===== src/rtl/game2048_pkg.sv =====
// Shared 2048-game definitions: move-command encodings, input FSM states and
// a helper that recognises a legal single-direction command.
package game2048_pkg;

  typedef enum logic [1:0] {
    ARMED        = 2'd0,
    ISSUE        = 2'd1,
    WAIT_RELEASE = 2'd2
  } dir_state_t;

  localparam logic [3:0] DIR_NONE   = 4'b0000;
  localparam logic [3:0] DIR_TOP    = 4'b0001;
  localparam logic [3:0] DIR_BOTTOM = 4'b0010;
  localparam logic [3:0] DIR_LEFT   = 4'b0100;
  localparam logic [3:0] DIR_RIGHT  = 4'b1000;

  // True only for exactly one button / one direction bit set.
  function automatic logic is_direction(input logic [3:0] v);
    case (v)
      DIR_TOP, DIR_BOTTOM, DIR_LEFT, DIR_RIGHT: return 1'b1;
      default:                                  return 1'b0;
    endcase
  endfunction

endpackage


===== src/rtl/debounce.sv =====
// One button: two-flop synchronizer on the raw active-low input followed by a
// saturating disagreement counter that flips the debounced level.
module debounce #(
  parameter int DEBOUNCE_CYCLES = 1000000
) (
  input  logic clk,
  input  logic rst,
  input  logic btn_n,
  output logic pressed
);

  localparam int CW = (DEBOUNCE_CYCLES < 1) ? 1 : $clog2(DEBOUNCE_CYCLES + 1);
  localparam logic [CW-1:0] CNT_LAST = CW'((DEBOUNCE_CYCLES < 1) ? 0 : DEBOUNCE_CYCLES - 1);

  logic          sync_p0;
  logic          sync_p1;
  logic [CW-1:0] cnt;
  logic          level;

  always_ff @(posedge clk) begin
    if (rst) begin
      sync_p0 <= 1'b1;
      sync_p1 <= 1'b1;
      cnt     <= '0;
      level   <= 1'b0;
    end else begin
      // stage p0 -> p1: metastability filter on the asynchronous button
      sync_p0 <= btn_n;
      sync_p1 <= sync_p0;
      // debounce stage: the flip happens on the edge whose count would reach DEBOUNCE_CYCLES
      if (~sync_p1 == level) begin
        cnt <= '0;
      end else if (cnt >= CNT_LAST) begin
        level <= ~level;
        cnt   <= '0;
      end else if (cnt != '1) begin
        cnt <= cnt + 1'b1;
      end
    end
  end

  assign pressed = level;

endmodule


===== src/rtl/direction_input.sv =====
// Turns four raw buttons into single, fixed-length one-hot move commands,
// one command per press, suppressed for chords and while the game is disabled.
module direction_input
  import game2048_pkg::*;
#(
  parameter int DEBOUNCE_CYCLES = 1000000,
  parameter int HOLD_CYCLES     = 4
) (
  input  logic       clk,
  input  logic       rst,
  input  logic [3:0] btn_n,
  input  logic       enable,
  output logic [3:0] direction,
  output logic [3:0] pressed,
  output logic       busy
);

  localparam int HOLD_EFF = (HOLD_CYCLES < 1) ? 1 : HOLD_CYCLES;
  localparam int HW       = (HOLD_EFF < 2) ? 1 : $clog2(HOLD_EFF);
  localparam logic [HW-1:0] HOLD_LOAD = HW'(HOLD_EFF - 1);

  dir_state_t    state, state_nxt;
  logic [3:0]    dir_q, dir_nxt;
  logic [HW-1:0] hold_q, hold_nxt;

  for (genvar i = 0; i < 4; i++) begin : g_btn
    debounce #(
      .DEBOUNCE_CYCLES(DEBOUNCE_CYCLES)
    ) u_debounce (
      .clk    (clk),
      .rst    (rst),
      .btn_n  (btn_n[i]),
      .pressed(pressed[i])
    );
  end

  always_ff @(posedge clk) begin
    if (rst) begin
      state  <= ARMED;
      dir_q  <= DIR_NONE;
      hold_q <= '0;
    end else begin
      state  <= state_nxt;
      dir_q  <= dir_nxt;
      hold_q <= hold_nxt;
    end
  end

  always_comb begin
    state_nxt = state;
    dir_nxt   = dir_q;
    hold_nxt  = hold_q;
    case (state)
      ARMED: begin
        if (enable) begin
          if (is_direction(pressed)) begin
            dir_nxt   = pressed;
            hold_nxt  = HOLD_LOAD;
            state_nxt = ISSUE;
          end else if (pressed != DIR_NONE) begin
            state_nxt = WAIT_RELEASE;
          end
        end
      end
      ISSUE: begin
        // hold_q counts the remaining cycles after the current one
        if (hold_q == '0) begin
          dir_nxt   = DIR_NONE;
          state_nxt = WAIT_RELEASE;
        end else begin
          hold_nxt = hold_q - 1'b1;
        end
      end
      WAIT_RELEASE: begin
        dir_nxt = DIR_NONE;
        if (pressed == DIR_NONE) state_nxt = ARMED;
      end
      default: begin
        dir_nxt   = DIR_NONE;
        state_nxt = ARMED;
      end
    endcase
  end

  assign direction = dir_q;
  assign busy      = (state != ARMED);

endmodule


===== config.mk =====
export PLATFORM = sky130hd
export DESIGN_NAME = direction_input
export DESIGN_NICKNAME = d
export VERILOG_FILES = /design/src/rtl/game2048_pkg.sv /design/src/rtl/debounce.sv /design/src/rtl/direction_input.sv
export SDC_FILE = /design/constraint.sdc
export NUM_CORES = 1
export LEC_CHECK = 0
export BUFFER_PORTS_ARGS = -buffer_cell sky130_fd_sc_hd__buf_4
export CAP_MARGIN = 25
export CORE_AREA = 4 4 126 128
export CTS_CLUSTER_DIAMETER = 30
export DETAILED_ROUTE_END_ITERATION = 6
export DIE_AREA = 0 0 130 132
export SKIP_CTS_REPAIR_TIMING = 1
export SLEW_MARGIN = 15
export SYNTH_ARGS = -nofsm -noshare
export SYNTH_HDL_FRONTEND = slang
export SYNTH_SLANG_ARGS = --single-unit

===== constraint.sdc =====
create_clock -name clk -period 3.8 [get_ports clk]
set_input_delay 0 -clock clk [delete_from_list [all_inputs] [get_ports clk]]
set_output_delay 0 -clock clk [all_outputs]
set_load 0.01 [all_outputs]

-- Yosys cells after proc, flatten, opt, wreduce, memory -nomap -nowiden
Cells that the tools add are included.
- add/sub/neg operators: 5
- multiply operators: 0
- div/mod/pow operators: 0
- magnitude comparators: 4
- eq/ne operators: 20
- shift-type cells: 0
- multiplexer cells: 17
- bitwise operators: 12
- reduce and logical (&&, ||, !) cells: 18
- operators by type and width (operator ; number):
    adder 20 x 1 -> 20 bit, second input constant ; 4
    >= comparator 20 bit, second input constant ; 4
    inequality test 20 bit, second input constant ; 4
    two-way mux 2 bit ; 8
    two-way mux 4 bit ; 3
    NOT 1 bit ; 12
    OR reduction 3 bit ; 4
    inequality test 2 bit, second input constant ; 5
    one-hot mux 4 bit (2 select lines) ; 1
    AND reduction 2 bit ; 4
    AND reduction 4 bit ; 2
    one-hot mux 2 bit (3 select lines) ; 1
    equality test 1 bit ; 4
    equality test 4 x 1 -> 1 bit, second input constant ; 1
    equality test 4 x 2 -> 1 bit, second input constant ; 1
    equality test 4 x 3 -> 1 bit, second input constant ; 1
    equality test 4 bit, second input constant ; 1
    logical NOT 2 bit ; 2
    logical NOT 4 bit ; 1
    one-hot mux 2 bit (2 select lines) ; 1
    nonzero test 2 bit ; 2
    nonzero test 4 bit ; 1
    OR reduction 4 bit ; 1
    two-way mux 1 bit ; 3
    5 further kinds ; 5
- flip-flop bits (word level): 100
- latch bits: 0
- RAM bits: 0
- ROM bits: 0
- input bits: 7
- output and inout bits: 9
- logic and storage cells: 95
- memories kept: 0

-- Depth between registers and ports, before layout
Gate-level depths: netlist of the first run.
- depth after elaboration: 8
- mapped depth: 8

-- Cells and area by module
A second synthesis of the first run with hierarchy kept.
- cell total of the unflattened synthesis: 534
- area total of the unflattened synthesis: 4874.7 µm²
- modules (own cells, without submodules) (module ; instances ; cells each ; area each (µm²) ; sequential area each (µm²)):
    debounce ; 4 ; 122 ; 1113.6 ; 460.4
    direction_input ; 1 ; 46 ; 420.4 ; 160.2

-- Worst setup path before layout of the first run
Ideal clock, no wire load.
- path type: flip-flop to flip-flop
- from: register g_btn[1].u_debounce.cnt[0]
- to: register g_btn[1].u_debounce.cnt[17]
- setup time: 0.088 ns
- arrival: 1.888 ns
- path slack: 1.824 ns
- cell stages (with the launch flop): 9
- path buffers: 2
- clock period less this slack: 1.976 ns
- cells stage by stage: dfxtp_1 ha_1 and4_1 clkbuf_1 a211oi_1 o21ai_1 or3_1 buf_6 a311oi_2
- longest elaborated chain between the ends: 2
- ends and longest elaborated chain (what ; line ; text):
    from (decl) ; debounce.sv:17 ; logic [CW-1:0] cnt;
    from (signal assigned) ; debounce.sv:37 ; cnt <= cnt + 1'b1;
    >= comparator 20 bit ; debounce.sv:33 ; end else if (cnt >= CNT_LAST) begin
    OR reduction 3 bit (no source line) ; n/a ;
Parallel ways exist; a longest one is shown, timed or not.
A chain may end at the register's enable or synchronous reset.

-- Worst setup path after layout of the first run
- from: register g_btn[1].u_debounce.cnt[6]
- to: register g_btn[1].u_debounce.cnt[17]
Same word-level chain as after synthesis.

==> results of run 1 <==
## report_power, final
group	total (mW)	switching, mW	internal (mW)
combinational	0.0290	0.0156	0.0133
clock	0.937	0.393	0.544
sequential	1.06	0.00297	1.05
## state kept, by name (all words and copies together), names as in the netlist
name                      cells
direction                     4
g_btn.u_debounce.pressed      4
g_btn.u_debounce.sync_p0      4
g_btn.u_debounce.sync_p1      4
hold_q                        2
g_btn.u_debounce.cnt         80
state                         2
## Yosys cell counts, types with 2 or more instances
cell       instances  area [um2]
xor2_1            38         333
o21ai_1           22         110
o211ai_1           9        67.6
a211o_1            2        17.5
nor3_1            17        85.1
or2_2              8        50.1
nor4_1             3        18.8
o2111ai_1          8        70.1
and2_1             3        18.8
xnor2_1           23         201
a221oi_1           2        17.5
a211oi_1          14         105
inv_1             11        41.3
a211oi_2           3        37.5
buf_4              4        30.0
nor2b_1            4        25.0
nor3b_1            2        15.0
dfxtp_1          100        2000
a32o_1             4        40.0
ha_1               5        62.6
nand4_1           19         119
a31oi_1            9        56.3
and3_1            15        93.8
clkbuf_1          23        86.3
or3_1              4        25.0
nand3_1           26         130
nand3b_1           2        15.0
nand2_1           25        93.8
nor2_1            81         304
o21ai_0            6        30.0
o21a_1             2        15.0
a311oi_1           4        35.0
and4_1            13         114
a21oi_1           23         115
a311oi_2           2        30.0
mux2i_1            2        20.0
or4_1              5        37.5
## worst min-delay path by stage
stage / start / endpoint / depth (start not counted)
after global routing: rst / g_btn[1].u_debounce.pressed / 2
after detailed placement: btn_n[1] / g_btn[1].u_debounce.sync_p0 / 2
after global placement: btn_n[1] / g_btn[1].u_debounce.sync_p0 / 2
final: rst / state[0] / 2
after CTS: btn_n[1] / g_btn[1].u_debounce.sync_p0 / 2
after floorplan: btn_n[0] / g_btn[0].u_debounce.sync_p0 / 1
## logic make-up (layout without fill, tap and decap cells)
group	count (synthesis)	count (layout)
AOI/OAI and AO/OA	116	116
xor gates and xnor gates	61	61
adders and majority gates	6	6
buffers and inverters	40	49
DFF	100	100
muxes	2	2
and+or+nand+nor	230	230
## through the flow
stage / instance area, um2 / hold slack [ns]
final: 5360 / -0.00412
after global routing: 5360 / 0.0186
after CTS: 5320 / -0.177
after detailed placement: 5020 / 0.190
after global placement: 5020 / 0.192
after floorplan: 4780 / 0.104
## cell type report
type,instances,area share
Multi-Input combinational cell,415,0.486
Sequential cell,100,0.373
Clock buffer,12,0.0479
Tap cell,188,0.0439
Timing Repair Buffer,22,0.0327
Clock inverter,4,0.00887
Inverter,11,0.00770
## layer usage
metal	up-vias	wire [um]
met4	0	170
met5	-	0
li1	2021	-
met3	10	264
met1	1893	4750
met2	52	4780
## cells in the final DEF (no fill, tap or decap), types with 15 or more instances in the layout
| cell | n |
|---|---|
| dfxtp_1 | 100 |
| nor2_1 | 81 |
| xor2_1 | 38 |
| nand3_1 | 26 |
| nand2_1 | 25 |
| a21oi_1 | 23 |
| xnor2_1 | 23 |
| o21ai_1 | 22 |
| nand4_1 | 19 |
| buf_4 | 18 |
| nor3_1 | 17 |
| and3_1 | 15 |
==> results.md, run 1 <==
* Status: complete, but fails checks
* Failing checks: negative hold slack
* Most common flop cell mapped by yosys: dfxtp_1
* Drt via density at 5.29
* Fin crit share at 0.624
* Cts bufs inserted at 9
* Pins Over Slew Limit at 0
* Max VDD drop at 0.000168 V
* Bufs on Longest Clock Path at 2
* Critical Path AT at 2.63 ns
* Max Cap Viol at 0
* Total power at 2.02 mW
* Warnings, synthesis at 0
* Gr busiest metal: met2
* CP Launch Type: register
* Ys async rst share at 0
* Hold WS at -0.00412 ns
* Drc violations at 0
* R2R cell count at 5
* RSZ-0062 raised after global routing: false
* CP peak stage delay at 0.71 ns
* Final wirelength at 9960 um
* Die Area at 17200 um2
* Fmax at 422 MHz
* CP top delay family: simple AND/OR/NAND/NOR gates
* Inst Count DP at 732
* Worst Path Buf+Inv at 0
* Number of enable flip-flop cells after synthesis at 0
* Multi-input gate area at 2600 um2
* Worst path slowest cell: or3_1
* PwrDens at 377 nW/um2
* PortBufs at 15
* Reg area at 2000 um2
* Skew final at 0.00838 ns
* Synth Area in Adders at 0.0152
* Synth Area in Compound Gates at 0.167
* Post-Synth Simple-Gate Area at 0.246
* Final min period at 2.37 ns
* Gr usage total at 0.118
* TritonCTS clock tree: yes
* CP Data Required Time at 4.06 ns
* Ant diodes at 0
* Worst Setup SP: g_btn[1].u_debounce.cnt[6]
* Clock transition at the registers of the reported paths at 0.07 ns
* GR Layer Usage met1 at 0.147
* Post-Route Setup TNS at 0 ns
* M2 GR Usage at 0.193
* Met3 Track Usage GR at 0.0267
* Min-Delay Path Class: input port to register
* Total core area at 14900 um2
* Crit path cell chain: or4_1, a211oi_1, o21ai_1, or3_1, a311oi_2
* Largest net degree at the start of global routing at 25
* Layout Cells excl Fill at 752
* First-pass GRT wire length at 16800 um
* Filler cell count at 1534
* Syn Nets at 567
* Core Util, Final at 0.361
* Final HPWL DP at 6860 um
* Root Driver: clkbuf_16
* Final Hold Vio Count at 3
* Reg-to-reg startpoint: g_btn[1].u_debounce.cnt[6]
* DR iter-0 viols at 261
* H-tree depth at 3
* Crit end category: register
* TritonCTS Sinks at 100
* P&R area growth vs syn at 12.2%
* Routed len/inst at 13.3 um
* Static leakage at 1.75 nW
* Sequential-to-total area share from yosys stat at 0.419
* R2R Setup Slk at 1.43 ns
* Final Setup Violations at 0
* Placement row count at 45
* Vias in the first global route at 3695
* CP Class: register to register
* Mux contribution to synthesized area at 0.00419
* Total grt overflow at 0
* Worst skew pair latency at 0.35 ns
* # nets final at 571
* # IOs at 16
* Gpl congestion at 0.783
* DR vias at 3976
* Synth Area per Inst at 8.61 um2
* XOR/XNOR Fraction of Synth Area at 0.112
* Reg-to-reg endpoint: g_btn[1].u_debounce.cnt[17]
* Setup WS post-layout at 1.43 ns
* Synth unique cells at 49
* Mapped cell area at 4780 um2
* Antenna violations before repair at 0
* Main combinational cell family by area after synthesis: simple AND/OR/NAND/NOR gates
* Slew @ Worst Pin at 0.828 ns
* Drt first pass iters at 4
* Synthesized netlist cell count at 555
* Layout cells sized above 1 at 0.0833
* Die W at 130 um
* Worst path depth at 5
* ANT nets after route at 0
* Starting Density at 0.321
* Slew margin rel. at 0.448
* #FFs+latches synth at 100
* Die extent in y at 132 um
* Place WS at 1.44 ns
* Peak fanout along the critical path at 20
* Worst Setup EP: g_btn[1].u_debounce.cnt[17]
No activity file was read; power rests on OpenSTA's default activity.
==> run 2, diff against run 1 <==
==> constraint.sdc (replaced) <==
create_clock -name clk -period 2 [get_ports clk]
set_input_delay 0 -clock clk [delete_from_list [all_inputs] [get_ports clk]]
set_output_delay 0 -clock clk [all_outputs]
set_load 0.01 [all_outputs]
==> results.md, run 2 (synthesized netlist as in run 1, its figures left out) <==
* Status: finished, final reports clean
* Most common cell after layout, fill and taps aside: dfxtp_1
* Final HPWL DP at 7420 um
* Die extent in y at 132 um
* Layout cells sized above 1 at 0.156
* PortBufs at 15
* Drt via density at 5.30
* Slew @ Worst Pin at 0.502 ns
* ANT nets after route at 0
* Total grt overflow at 0
* Static leakage at 1.93 nW
* Final Hold Vio Count at 0
* Total core area at 14900 um2
* Gpl congestion at 0.796
* Die W at 130 um
* Clock transition at the registers of the reported paths at 0.07 ns
* Routed len/inst at 13.4 um
* Pins Over Slew Limit at 0
* Cts bufs inserted at 9
* TritonCTS clock tree: yes
* Worst path slowest cell: or4_4
* Max VDD drop at 0.000439 V
* R2R Setup Slk at 0.06 ns
* Setup WS post-layout at 0.0601 ns
* P&R area growth vs syn at 19.1%
* Core Util, Final at 0.383
* Vias in the first global route at 4021
* Drc violations at 0
* DR vias at 4160
* Hold WS at 0.000861 ns
* CP Class: register to register
* CP peak stage delay at 0.54 ns
* Commonest non-fill, non-tap cells in the layout: 100 x dfxtp_1, 81 x nor2_1, 49 x buf_4
* Place WS at -0.0289 ns
* Die Area at 17200 um2
* CP top delay family: simple AND/OR/NAND/NOR gates
* Worst skew pair latency at 0.35 ns
* Max Cap Viol at 0
* Critical Path AT at 2.21 ns
* Antenna violations before repair at 0
* PwrDens at 676 nW/um2
* Drt first pass iters at 4
* # nets final at 604
* H-tree depth at 3
* Gr usage total at 0.127
* Fmax at 515 MHz
* TritonCTS Sinks at 100
* Skew final at 0.00535 ns
* Final wirelength at 10500 um
* First-pass GRT wire length at 18100 um
* # IOs at 16
* Final Setup Violations at 0
* Slew margin rel. at 0.663
* Root Driver: clkbuf_16
* Final min period at 1.94 ns
* CP Data Required Time at 2.27 ns
* Crit end category: register
* Worst Path Buf+Inv at 1
* Fin crit share at 0.970
* Largest register by flop count: g_btn.u_debounce.cnt
* Largest register FFs at 80
* DR iter-0 viols at 191
* Crit path cell chain: or4_4, a211oi_4, o21ai_2, or3_4, buf_4, a211oi_2
* Min-Delay Path Class: input port to register
* Starting Density at 0.321
* CP Launch Type: register
* Ant diodes at 0
* Placement row count at 45
* Peak fanout along the critical path at 11
* Largest net degree at the start of global routing at 25
* Total power at 3.85 mW
* Bufs on Longest Clock Path at 2
## run 2: cell count changes in the layout (fill, tap and decap cells not counted), moves of 2 or more
cell / previous run / this run
or3_4: 0 / 2
o21ai_1: 22 / 20
or3_1: 4 / 2
a211oi_1: 14 / 12
o21ai_2: 0 / 2
buf_4: 18 / 49
## run 2: final timing paths
path,cells after the start,end,startpoint
hold reg to reg,1,g_btn[2].u_debounce.sync_p1,g_btn[2].u_debounce.sync_p0
setup / recovery,6,g_btn[1].u_debounce.cnt[4],g_btn[1].u_debounce.cnt[6]
hold / removal,3,state[0],enable
setup reg to reg,6,g_btn[1].u_debounce.cnt[4],g_btn[1].u_debounce.cnt[6]
## run 2: layer usage
layer	GRT usage	wire length, um	up-vias
li1	-	-	2086
met2	0.205	5050	53
met5	0	0	-
met1	0.159	4920	2007
met3	0.0413	337	14
met4	0.0462	218	0
## run 2: cell type report
cell class              count  area (um2)
fillers                  1499        9170
multi-input cells         415        2670
inverters                  11        41.3
clock buffers              10         239
clock inverters             6        63.8
repair buffers             55         439
flip-flops and latches    100        2000
well taps                 188         235
## run 2: power by group
part | switching (mW) | internal [mW] | leakage, nW | total (mW)
registers | 0.00459 | 2.00 | 0.807 | 2.00
clock network | 0.776 | 1.00 | 0.144 | 1.78
logic | 0.0330 | 0.0322 | 0.978 | 0.0652
total | 0.814 | 3.03 | 1.93 | 3.85
## run 2: worst reg2reg max path, cell delays in order, from the launching register on
cell	delay, ns
dfxtp_1	0.31
or4_4	0.54
a211oi_4	0.19
o21ai_2	0.09
or3_4	0.39
buf_4	0.19
a211oi_2	0.15
## run 2: stage by stage
stage	setup TNS, ns	cells	cell area, um2
floorplan	0	555	4780
global placement	0	765	5280
detailed placement	-0.0442	765	5280
CTS	-0.128	781	5580
global route	-0.0165	785	5690
finish	0	785	5690
==> run 3, diff against run 2 <==
==> constraint.sdc (replaced) <==
create_clock -name clk -period 2 [get_ports clk]
set_input_delay 0.3 -clock clk [delete_from_list [all_inputs] [get_ports clk]]
set_output_delay 0.3 -clock clk [all_outputs]
set_load 0.01 [all_outputs]
==> results.md, run 3 (synthesized netlist as in run 1, its figures left out) <==
* Status: finished, final reports clean
* Pins Over Slew Limit at 0
* Internal power at 3.03 mW
* Net switching power at 0.814 mW
* Placement row count at 45
* Most common cell after layout, fill and taps aside: dfxtp_1
* Area after DPL at 5280 um2
* Die Area at 17200 um2
* Commonest non-fill, non-tap cells in the layout: 100 x dfxtp_1, 81 x nor2_1, 49 x buf_4
* Die W at 130 um
* First-pass GRT wire length at 18100 um
* Final Hold Vio Count at 0
* Ant diodes at 0
* Largest register by flop count: g_btn.u_debounce.cnt
* Worst skew pair latency at 0.35 ns
* Crit end category: register
* Setup WS post-layout at 0.0601 ns
* Largest register FFs at 80
* GR Layer Usage met1 at 0.159
* Final instance area at 5650 um2
* Post-Route Setup TNS at 0 ns
* Gpl congestion at 0.796
* Max VDD drop at 0.000440 V
* Drc violations at 0
* H-tree depth at 3
* TritonCTS clock tree: yes
* DR iter-0 viols at 239
* Static leakage at 1.91 nW
* Critical Path AT at 2.20 ns
* Gr busiest metal: met2
* DR vias at 4139
* M2 GR Usage at 0.205
* Switching share of power at 0.212
* Total core area at 14900 um2
* Bufs on Longest Clock Path at 2
* Min-Delay Path Class: input port to register
* Antenna violations before repair at 0
* Slew margin rel. at 0.663
* Gr usage total at 0.127
* PortBufs at 15
* Max Cap Viol at 0
* Starting Density at 0.321
* Peak fanout along the critical path at 9
* Final Setup Violations at 0
* # IOs at 16
* Die extent in y at 132 um
* Total grt overflow at 0
* CP Launch Type: register
* Final wirelength at 10500 um
* Final min period at 1.94 ns
* Place WS at -0.0289 ns
* Slew @ Worst Pin at 0.502 ns
* Reg area at 2000 um2
* Drt first pass iters at 4
* Met3 Track Usage GR at 0.0413
* Fmax at 515 MHz
* PwrDens at 680 nW/um2
* Multi-input gate area at 2670 um2
* CP Class: register to register
* CP Data Required Time at 2.26 ns
* TritonCTS Sinks at 100
* Largest net degree at the start of global routing at 25
* ANT nets after route at 0
* P&R area growth vs syn at 18.3%
* Routed len/inst at 13.5 um
* # nets final at 600
* Layout cells sized above 1 at 0.157
* Cts bufs inserted at 9
* Final HPWL DP at 7420 um
* Skew final at 0.00543 ns
* Core Util, Final at 0.380
* Comb pwr share at 0.015
* Vias in the first global route at 4021
* Fin crit share at 0.970
* Filler cell count at 1508
* Clock transition at the registers of the reported paths at 0.07 ns
* Clock Power Share at 0.463
* Seq pwr share at 0.522
* Root Driver: clkbuf_16
* Drt via density at 5.30
run 3: cell types whose count changed in the layout (fill, tap and decap cells not counted), sizes merged:
cell	before	now
dlygate4sd3	4	0
run 3: metrics by stage:
step           instances  hold WS (ns)  total power, mW
2_1_floorplan        555         0.389             2.08
3_3_place_gp         765         0.396             2.11
3_5_place_dp         765         0.393             2.11
4_1_cts              781         0.128             3.89
5_1_grt              781         0.123             3.99
6_report             781         0.135             3.84
run 3: metal layers:
metal  vias up  wire (um)
met5         -          0
met3        13        368
met1      1989       4930
li1       2078          -
met4         0        234
met2        59       5000
run 3: final cells by class:
class / count / share of cell area
tap: 188 / 0.0416
clock buffer: 10 / 0.0423
inverter: 11 / 0.00731
multi-input combinational: 415 / 0.473
timing repair buffer: 51 / 0.0706
clock inverter: 6 / 0.0113
sequential: 100 / 0.354
run 3: worst max-delay path, cell delays in order (launching register included):
cell      delay, ns
dfxtp_1        0.31
or4_4          0.54
a211oi_4       0.19
o21ai_2        0.09
or3_4          0.39
buf_6          0.15
a311oi_2       0.18
run 3: power by group through the flow:
stage	sequential [mW]	combinational (mW)	clock, mW
6_report	2.00	0.0594	1.78
5_1_grt	2.00	0.0655	1.92
4_1_cts	2.00	0.0582	1.83
3_5_place_dp	2.05	0.0579	0
3_3_place_gp	2.05	0.0559	0
2_1_floorplan	2.05	0.0317	0
run 3: worst paths after layout:
kind / startpoint / end / slack [ns] / cells after the start
worst max-delay path: g_btn[1].u_debounce.cnt[6] / g_btn[1].u_debounce.cnt[18] / 0.06 / 6
worst max register to register: g_btn[1].u_debounce.cnt[6] / g_btn[1].u_debounce.cnt[18] / 0.06 / 6
worst min register to register: g_btn[2].u_debounce.sync_p0 / g_btn[2].u_debounce.sync_p1 / 0.41 / 1
worst min-delay path: btn_n[1] / g_btn[1].u_debounce.sync_p0 / 0.13 / 2
